==> config.mk <==
export PLATFORM = sky130hd
export DESIGN_NAME = sar_dac_sequencer
export DESIGN_NICKNAME = d
export VERILOG_FILES = /design/src/rtl/sar_dac_sequencer.sv
export SDC_FILE = /design/constraint.sdc
export NUM_CORES = 1
export LEC_CHECK = 0
export BUFFER_PORTS_ARGS = -buffer_cell sky130_fd_sc_hd__buf_2
export CAP_MARGIN = 20
export CORE_UTILIZATION = 35
export CTS_CLUSTER_SIZE = 8
export DETAILED_ROUTE_END_ITERATION = 7
export PLACE_DENSITY_LB_ADDON = 0.12
export SLEW_MARGIN = 5
export SYNTH_ARGS = -nofsm -noshare
export SYNTH_HDL_FRONTEND = slang
export SYNTH_SLANG_ARGS = --single-unit
==> constraint.sdc <==
create_clock -name clk -period 5.2 [get_ports clk]
set_input_delay 0.26 -clock clk [delete_from_list [all_inputs] [get_ports clk]]
set_output_delay 0.26 -clock clk [all_outputs]
set_load 0.01 [all_outputs]
==> src/rtl/sar_dac_sequencer.sv <==
// sar_dac_sequencer
//   Successive-approximation sequencer. Holds the sample strobe for T_SAMP
//   cycles, then binary-searches the DAC code one bit at a time (MSB first),
//   giving the DAC SETTLE cycles per trial before the comparator is used.
//
// Ports
//   clk       : system clock, all logic on the rising edge
//   rst       : synchronous active-high reset
//   start     : conversion request, only looked at in IDLE
//   abort     : cancel a conversion in progress (wins over start in IDLE)
//   vref_sel  : reference select, latched when start is accepted
//   comp      : comparator, 1 = DAC output above input
//   dac_code  : trial code driven to the DAC
//   vref_out  : latched reference select driven to the DAC
//   sample    : track/hold strobe, high during SAMPLE
//   busy      : high in every state except IDLE
//   done      : one-cycle pulse in the cycle result is updated
//   result    : last completed conversion
//   state_dbg : current FSM state (IDLE=0, SAMPLE=1, SETTLE=2, DECIDE=3, DONE=4)
//
// Handshake: start is a level request; it is accepted on the first rising
// edge that sees start=1, abort=0 while the block is in IDLE. Requests made
// while busy are dropped, not queued.
module sar_dac_sequencer #(
    parameter int N      = 8,
    parameter int T_SAMP = 2,
    parameter int SETTLE = 3,
    parameter int VREF_W = 4
) (
    input  logic              clk,
    input  logic              rst,
    input  logic              start,
    input  logic              abort,
    input  logic [VREF_W-1:0] vref_sel,
    input  logic              comp,
    output logic [N-1:0]      dac_code,
    output logic [VREF_W-1:0] vref_out,
    output logic              sample,
    output logic              busy,
    output logic              done,
    output logic [N-1:0]      result,
    output logic [2:0]        state_dbg
);

    localparam logic [2:0] S_IDLE   = 3'd0;
    localparam logic [2:0] S_SAMPLE = 3'd1;
    localparam logic [2:0] S_SETTLE = 3'd2;
    localparam logic [2:0] S_DECIDE = 3'd3;
    localparam logic [2:0] S_DONE   = 3'd4;

    localparam int CNT_MAX = (T_SAMP > SETTLE) ? T_SAMP : SETTLE;
    localparam int CNT_W   = $clog2(CNT_MAX + 1);
    localparam int IDX_W   = $clog2(N);

    localparam logic [CNT_W-1:0] SAMP_LOAD   = CNT_W'(T_SAMP - 1);
    localparam logic [CNT_W-1:0] SETTLE_LOAD = CNT_W'(SETTLE - 1);
    localparam logic [IDX_W-1:0] IDX_TOP     = IDX_W'(N - 1);

    logic [2:0]       state;
    logic [CNT_W-1:0] cnt;
    logic [IDX_W-1:0] idx;
    logic [N-1:0]     decide_code;

    assign state_dbg = state;

    // Code after the current decision: drop the trial bit if the DAC was
    // above the input, and raise the next lower bit as the new trial.
    always_comb begin
        decide_code = dac_code;
        if (comp) begin
            decide_code[idx] = 1'b0;
        end
        if (idx != '0) begin
            decide_code[idx - 1'b1] = 1'b1;
        end
    end

    always_ff @(posedge clk) begin
        if (rst) begin
            state    <= S_IDLE;
            cnt      <= '0;
            idx      <= '0;
            dac_code <= '0;
            vref_out <= '0;
            result   <= '0;
            sample   <= 1'b0;
            busy     <= 1'b0;
            done     <= 1'b0;
        end else begin
            done <= 1'b0;
            // DONE is excluded: its result is already committed, so it
            // finishes normally even if abort arrives in that cycle.
            if (abort && (state == S_SAMPLE || state == S_SETTLE || state == S_DECIDE)) begin
                state    <= S_IDLE;
                sample   <= 1'b0;
                busy     <= 1'b0;
                dac_code <= '0;
            end else begin
                case (state)
                    S_IDLE: begin
                        if (start && !abort) begin
                            state    <= S_SAMPLE;
                            vref_out <= vref_sel;
                            dac_code <= '0;
                            idx      <= IDX_TOP;
                            cnt      <= SAMP_LOAD;
                            sample   <= 1'b1;
                            busy     <= 1'b1;
                        end
                    end
                    S_SAMPLE: begin
                        if (cnt == '0) begin
                            state    <= S_SETTLE;
                            sample   <= 1'b0;
                            dac_code <= {1'b1, {(N-1){1'b0}}};
                            cnt      <= SETTLE_LOAD;
                        end else begin
                            cnt <= cnt - 1'b1;
                        end
                    end
                    S_SETTLE: begin
                        if (cnt == '0) begin
                            state <= S_DECIDE;
                        end else begin
                            cnt <= cnt - 1'b1;
                        end
                    end
                    S_DECIDE: begin
                        dac_code <= decide_code;
                        if (idx == '0) begin
                            state  <= S_DONE;
                            done   <= 1'b1;
                            result <= decide_code;
                        end else begin
                            state <= S_SETTLE;
                            idx   <= idx - 1'b1;
                            cnt   <= SETTLE_LOAD;
                        end
                    end
                    S_DONE: begin
                        state <= S_IDLE;
                        busy  <= 1'b0;
                    end
                    default: begin
                        state  <= S_IDLE;
                        sample <= 1'b0;
                        busy   <= 1'b0;
                    end
                endcase
            end
        end
    end

endmodule

After elaboration in Yosys (flattened, before gate mapping)
Index checks and enable logic that the tools add are counted.
{"block": "op_classes", "reduce_logical": 26, "add_sub_neg": 2, "n_eq_ne": 9, "order_cmp": 4, "bitwise_logic": 7, "n_mux": 27}
{"cell": "8-bit two-way mux", "count": 4}
{"cell": "8-bit case mux with 3 select lines", "count": 1}
{"cell": "3-bit two-way mux", "count": 6}
{"cell": "3-bit AND reduction", "count": 5}
{"cell": "3-bit case mux with 4 select lines", "count": 1}
{"cell": "3-bit OR reduction", "count": 3}
{"cell": "8-bit AND", "count": 1}
{"cell": "3-bit by 4-bit < comparator with 1-bit output, second input constant", "count": 2}
{"cell": "2-bit two-way mux", "count": 4}
{"cell": "8-bit inverter", "count": 1}
{"cell": "8-bit OR", "count": 1}
{"cell": "2-bit case mux with 4 select lines", "count": 1}
{"cell": "1-bit demux with 3-bit select", "count": 2}
{"cell": "3-bit by 2-bit equality test with 1-bit output, second input constant", "count": 2}
{"cell": "3-bit by 1-bit >= comparator with 1-bit output, second input constant", "count": 2}
{"cell": "3-bit zero test", "count": 2}
{"cell": "2-bit inequality test, second input constant", "count": 3}
{"cell": "3-bit case mux with 2 select lines", "count": 1}
{"cell": "3-bit nonzero test", "count": 2}
{"cell": "1-bit two-way mux", "count": 5}
{"cell": "5-bit AND reduction", "count": 1}
{"cell": "1-bit logical AND", "count": 4}
{"cell": "2-bit by 1-bit inequality test with 1-bit output, second input constant", "count": 2}
{"cell": "1-bit inverter", "count": 4}
{"cell": "other kinds (14)", "count": 15}
{"block": "totals", "input_bits": 9, "regBits": 31, "word_cells": 84}

Longest topological paths before layout
Gate-level depths: netlist of the first run.
{"block": "depth", "ltp_word": 10, "mapped_depth": 8, "ltp_nobuf": 6}

Least setup slack after synthesis of the first run
OpenSTA, ideal clock, no wires.
{"block": "synth_timing", "kind": "register -> register", "from": "register idx[0]", "to": "register cnt[1]", "t_arrival_ns": 1.783, "stages_incl_launch_ff": 8, "path_slack_ns": 3.346, "setup_time_ns": 0.071, "period_less_slack_ns": 1.854, "cell_sequence": "dfxtp_1 clkbuf_1 inv_1 ha_1 nand2b_1 o32ai_1 or4b_1 a21oi_1"}
{"block": "synth_via", "elab_chain_len": 3}
{"item": "from (decl)", "line_no": "61", "rtl": "logic [IDX_W-1:0] idx;"}
{"item": "from (signal assigned)", "line_no": "136", "rtl": "idx <= idx - 1'b1;"}
{"item": "3-bit zero test", "line_no": "130", "rtl": "if (idx == '0) begin"}
{"item": "2-bit inequality test (no source line)"}
{"item": "5-bit AND reduction (no source line)"}
{"item": "to (signal assigned)", "line_no": "118", "rtl": "cnt <= cnt - 1'b1;"}
{"item": "to (signal assigned)", "line_no": "125", "rtl": "cnt <= cnt - 1'b1;"}
{"item": "to (decl)", "line_no": "60", "rtl": "logic [CNT_W-1:0] cnt;"}
No other way between the ends.
A chain may end at the register's enable or synchronous reset.

Final worst setup path of the first run
Same ends and word-level chain as after synthesis.

==> reports/results.ini, run 1 <==
[logic_synthesis]
synth.top_cell.area_share=0.388
ys_ff_latch=31
ys.flop_type=dfxtp_1
synthesis.nets=192
synth_cell_types=56
async_reset_ff_frac=0
syn_inst=179
yosysMostFrequentCell=dfxtp_1
synth_edf_count=0
syn_area_um2=1600
syn_avg_cell_area_um2=8.94
yosysSeqAreaShare=0.388
yosys-top-cells-area=dfxtp_1 (39%), a21oi_1 (4.1%), nor3_1 (3.8%)
synthTopCellsByCount=dfxtp_1 (31), a21oi_1 (13), nor2_1 (12), nor3_1 (12)
yosysTopAreaCell=dfxtp_1
yosys_warnings=0

[critical_path]
cp_max_fo=10
reg2reg_to=cnt[1]$_SDFFE_PP0P_
endpoint_kind=register
critPathLaunchType=register
worstSetupPathType=reg -> reg
reg2reg_slack_ns=3.18
r2r_cells=6
crit_arrival_ns=2.23
cp.required_ns=5.41
rr_startpoint=idx[0]$_SDFFE_PP0P_

[worst_hold_path]
min-delay-start=vref_sel[1]
hold_end=vref_out[1]$_SDFFE_PP0P_
hold_depth=3
hold_class=in -> reg

[pwr]
vdd_drop_max_uv=129
p_leak_nw=0.759
powerDensity_nw_per_um2=352

[detailed_routing]
drt_wl_total_um=3840
viasPerCell=5.50
ant_nets=0
drt-pass1-iter-count=5
dr.first_iter.drc_count=76
vias=1431
drc=0
wl_per_cell_um=14.8

[layout]
diodes=0
area_delta_synth_final_pct=18.1
final_area_um2=1890
nNetsFinal=220
final_layout_size_suffix_gt1_frac=0.264

[clocking]
cts_tree=built
insertion_delay_ns=0.28
cts_buffers=5
clock_path_buffers=2
ctsHoldBuffers=0
cts_setup_buffers=0
htree_levels=2
clock_sinks=31
clk_pin_slew_worst_paths_ns=0.07
cts_root_buf=clkbuf_8
ctsResizeCount=0

[sta]
min_period_over_period=0.388
maxSlewViolCount=0
fmax_ghz=0.496
timing.final.crit_period_ns=2.02
relSlewSlack=0.528
hold_viol_final=0
rsz0062_at_grt=false
setup_viol=0
worstMarginPinSlew_ns=0.707
fin_worst_skew_ns=0.00860
setup_tns_ns=0

[flow_run]
max-cap-violations=0

[global_route]
grt_pass1_vias=1380
grt_pass1_wl_um=6690
gr-total-overflow=0
grt_max_degree=24
grt_antenna_before_repair=0
grt_usage=0.173

[die]
num_rows=24
io_pins=35
die_height_um=69.6
fp.dieW_um=69.6
initial_core_util=0.365
dieArea_um2=4850
core_um2=4380

[place]
placed_area_um2=1770
place_congestion=0.848
numPortBuffers=34
hpwl_um=2800

[run_status]
run_status=complete, no violations

[critical path, cell delays in order, from the launching register on]
cell,delay (ns)
dfxtp_1,0.50
inv_1,0.15
ha_1,0.26
nand2b_1,0.20
o32ai_1,0.19
or4b_1,0.49
a21oi_1,0.16
[area by class of cell]
cell class	count	area, um^2
Clock buffer	6	82.6
Clock inverter	2	35.0
Fill cell	444	2490
Inverter	6	22.5
Multi-Input combinational cell	129	893
Sequential cell	31	621
Tap cell	52	65.1
Timing Repair Buffer	34	170
[flip-flops by register name (all words and copies together), names as in the netlist]
signal,count
busy,1
cnt,2
dac_code,8
done,1
idx,3
result,8
sample,1
state_dbg,3
vref_out,4
[per-stage QoR]
step                      worst slack (ns)  power [W]  utilization  cells  hold WS [ns]
final                                 3.18   0.000666        0.431    260         0.226
after global routing                  2.98   0.000708        0.431    260         0.223
after CTS                             3.18   0.000675        0.431    260         0.219
after detailed placement              3.20   0.000425        0.404    252         0.458
after global placement                3.28   0.000423        0.404    252         0.442
after floorplan                       3.35   0.000390            -    179         0.368
[where the power goes]
group / switching, W / total (W) / internal, W
registers: 0.0000228 / 0.000274 / 0.000252
logic: 0.0000856 / 0.000146 / 0.0000602
clock network: 0.0000908 / 0.000246 / 0.000155
total: 0.000199 / 0.000666 / 0.000467
[cells in the final DEF (no fill, tap or decap), types with 3 or more instances in the layout]
cell type and n:
o31a_1 4, a21oi_1 13, inv_1 6, clkbuf_8 6, nor3_1 12, o21ai_0 3, nor2b_1 5, a211oi_1 3
nor2_1 12, nand2_1 8, ha_1 4, dfxtp_1 31, a31oi_1 3, buf_2 34, nand2b_1 8, o2bb2ai_1 4
nand3_1 4, nand3b_1 3
[worst max path at each step]
stage	from	to	cells after the start
2_1_floorplan	idx[0]$_SDFFE_PP0P_	cnt[1]$_SDFFE_PP0P_	7
3_3_place_gp	idx[0]$_SDFFE_PP0P_	result[7]$_SDFFE_PP0P_	6
3_5_place_dp	idx[0]$_SDFFE_PP0P_	cnt[1]$_SDFFE_PP0P_	6
4_1_cts	idx[0]$_SDFFE_PP0P_	cnt[1]$_SDFFE_PP0P_	6
5_1_grt	idx[0]$_SDFFE_PP0P_	result[2]$_SDFFE_PP0P_	5
6_report	idx[0]$_SDFFE_PP0P_	cnt[1]$_SDFFE_PP0P_	6
[kinds of logic after synthesis]
logic type               after synthesis  share of synthesized area
AO/OA/AOI/OAI                         50                      0.231
adder cells (fa/ha/maj)                5                     0.0375
multiplexers                           4                     0.0266
buffers and inverters                 19                     0.0539
XOR/XNOR                               1                    0.00547
AND/OR/NAND/NOR                       69                      0.258
flip-flops                            31                      0.388
[layer usage]
metal,global-route usage,routed length [um],vias to the layer above
li1,-,-,721
met1,0.227,1860,668
met2,0.275,1740,36
met3,0.0465,185,6
met4,0.0600,47,0
met5,0,0,-
No activity file was read; power rests on OpenSTA's default activity.
==> run 2: changes to the inputs <==
--- a/config.mk
+++ b/config.mk
@@ -5,6 +5,7 @@
 export SDC_FILE = /design/constraint.sdc
 export NUM_CORES = 1
 export LEC_CHECK = 0
+export ABC_AREA = 1
 export BUFFER_PORTS_ARGS = -buffer_cell sky130_fd_sc_hd__buf_2
 export CAP_MARGIN = 20
 export CORE_UTILIZATION = 35
==> constraint.sdc (replaced) <==
create_clock -name clk -period 2.08 [get_ports clk]
set_input_delay 0.104 -clock clk [delete_from_list [all_inputs] [get_ports clk]]
set_output_delay 0.104 -clock clk [all_outputs]
set_load 0.01 [all_outputs]
==> reports/results.ini, run 2 <==
[pwr]
vdd_drop_max_uv=328
powerDensity_nw_per_um2=810
p_leak_nw=0.940

[sta]
maxSlewViolCount=0
setup_tns_ns=0
fmax_ghz=0.582
fin_worst_hold_slack_ns=0.0389
relSlewSlack=0.662
setup_viol=0
worstMarginPinSlew_ns=0.506
hold_viol_final=0
timing.final.crit_period_ns=1.72
rsz0062_at_grt=false
fin_worst_skew_ns=0.00521
min_period_over_period=0.826

[flow_run]
max-cap-violations=0

[global_route]
grt_pass1_vias=1419
grt_pass1_wl_um=6580
grt_max_degree=14
grt_usage=0.189
gr-total-overflow=0
grt_antenna_before_repair=0

[logic_synthesis]
yosysMostFrequentCell=nand2_1
syn_inst=241
yosysTopAreaCell=dfxtp_1
synth_cell_types=22
async_reset_ff_frac=0
yosys-top-cells-area=dfxtp_1 (40%), nand2_1 (19%), nor2_1 (7.9%)
syn_area_um2=1570
synth.top_cell.area_share=0.395
synthesis.nets=254
syn_avg_cell_area_um2=6.52
ys.flop_type=dfxtp_1
ys_ff_latch=31
yosysSeqAreaShare=0.395
yosys_warnings=0
synthTopCellsByCount=nand2_1 (80), nor2_1 (33), dfxtp_1 (31), a21oi_1 (20), inv_1 (17)
synth_edf_count=0

[detailed_routing]
drt_wl_total_um=3890
drt-pass1-iter-count=4
vias=1604
dr.first_iter.drc_count=118
viasPerCell=4.86
wl_per_cell_um=11.8
ant_nets=0
drc=0

[worst_hold_path]
hold_class=in -> reg
hold_depth=3

[critical_path]
cpMostUsedCell=nand2_1
rr_startpoint=idx[0]$_SDFFE_PP0P_
worstSetupPathType=reg -> reg
worstSetupStartpoint=idx[0]$_SDFFE_PP0P_
critPathCapture=idx[1]$_SDFFE_PP0P_
reg2reg_to=idx[1]$_SDFFE_PP0P_
critPathMaxStageDelay_ns=0.33
cp.required_ns=2.26
cp_max_fo=13
crit_buf_inv=3
r2r_cells=11
crit_arrival_ns=1.90
critPathLaunchType=register
reg2reg_slack_ns=0.36
path_cells=inv_1 -> ha_1 -> inv_1 -> nor2_1 -> nand2_2 -> nand2_1 -> inv_2 -> nand2_2 -> nand2_1 -> nand2_1 -> nor2_1
endpoint_kind=register
crit_path_top_delay_cell=dfxtp_1
critical-path-top-delay-family=simple AND/OR/NAND/NOR gates
cp.depth=11

[clocking]
cts_setup_buffers=0
cts_tree=built
cts_root_buf=clkbuf_8
ctsResizeCount=0
clock_path_buffers=2
htree_levels=2
clk_pin_slew_worst_paths_ns=0.07
ctsHoldBuffers=0
clock_sinks=31
cts_buffers=5
insertion_delay_ns=0.28

[run_status]
run_status=complete, no violations

[die]
io_pins=35
core_um2=4140
die_height_um=69.0
initial_core_util=0.379
num_rows=23
dieArea_um2=4760
fp.dieW_um=69.0

[layout]
diodes=0
mostFrequentLayoutCells=nand2_1 (80), buf_2 (34), nor2_1 (33)
top_regs=dac_code (8), result (8), vref_out (4)
nNetsFinal=292
final_area_um2=1880
final_layout_size_suffix_gt1_frac=0.211
area_delta_synth_final_pct=19.7
fillerInstances=463
mostFrequentLayoutCell=nand2_1

[place]
place_congestion=0.864
hpwl_um=2930
placed_area_um2=1790
numPortBuffers=34

## run 2: where the power goes
group          switching [W]  internal, W  total, W
sequential         0.0000307     0.000630  0.000661
clock               0.000225     0.000233  0.000459
combinational       0.000279     0.000124  0.000402
## run 2: metal layers
layer / vias to the layer above / share of wire / global-route usage
met5: - / 0 / 0
met4: 0 / 0.015 / 0.0663
met3: 7 / 0.054 / 0.0444
met2: 37 / 0.44 / 0.289
met1: 712 / 0.50 / 0.259
li1: 848 / - / -
## run 2: cell type report
cell class | count | area [um^2] | area share
flip-flops and latches | 31 | 621 | 0.330
inverters | 22 | 82.6 | 0.0439
clock buffers | 6 | 72.6 | 0.0386
multi-input cells | 182 | 836 | 0.445
repair buffers | 37 | 193 | 0.103
well taps | 50 | 62.6 | 0.0333
clock inverters | 2 | 12.5 | 0.00666
## run 2: cells by family after synthesis
logic type | share of synthesized area
and+or+nand+nor | 0.351
buffers and inverters | 0.0725
adders and majority gates | 0.0319
DFF | 0.395
AOI/OAI and AO/OA | 0.150
## run 2: worst min-delay path by stage
| stage | endpoint | startpoint | slack (ns) |
|---|---|---|---|
| 2_1_floorplan | vref_out[0]$_SDFFE_PP0P_ | vref_sel[0] | 0.24 |
| 3_3_place_gp | vref_out[2]$_SDFFE_PP0P_ | vref_sel[2] | 0.33 |
| 3_5_place_dp | vref_out[2]$_SDFFE_PP0P_ | vref_sel[2] | 0.33 |
| 4_1_cts | vref_out[2]$_SDFFE_PP0P_ | vref_sel[2] | 0.03 |
| 5_1_grt | vref_out[1]$_SDFFE_PP0P_ | vref_sel[1] | 0.04 |
| 6_report | vref_out[2]$_SDFFE_PP0P_ | vref_sel[2] | 0.04 |
## run 2: worst reg2reg max path: cells and delay by family, from the launching register on
kind / cells / cell delay, ns
adder cells (fa/ha/maj): 1 / 0.17
buffers and inverters: 3 / 0.23
flip-flops: 1 / 0.33
AND/OR/NAND/NOR: 7 / 0.88
## run 2: metrics by stage
step | setup WS (ns) | utilization | cells | power [W]
2_1_floorplan | 0.696 | - | 241 | 0.000962
3_3_place_gp | 0.452 | 0.433 | 322 | 0.00107
3_5_place_dp | 0.383 | 0.433 | 322 | 0.00107
4_1_cts | 0.375 | 0.454 | 330 | 0.00154
5_1_grt | 0.0986 | 0.454 | 330 | 0.00164
6_report | 0.363 | 0.454 | 330 | 0.00152
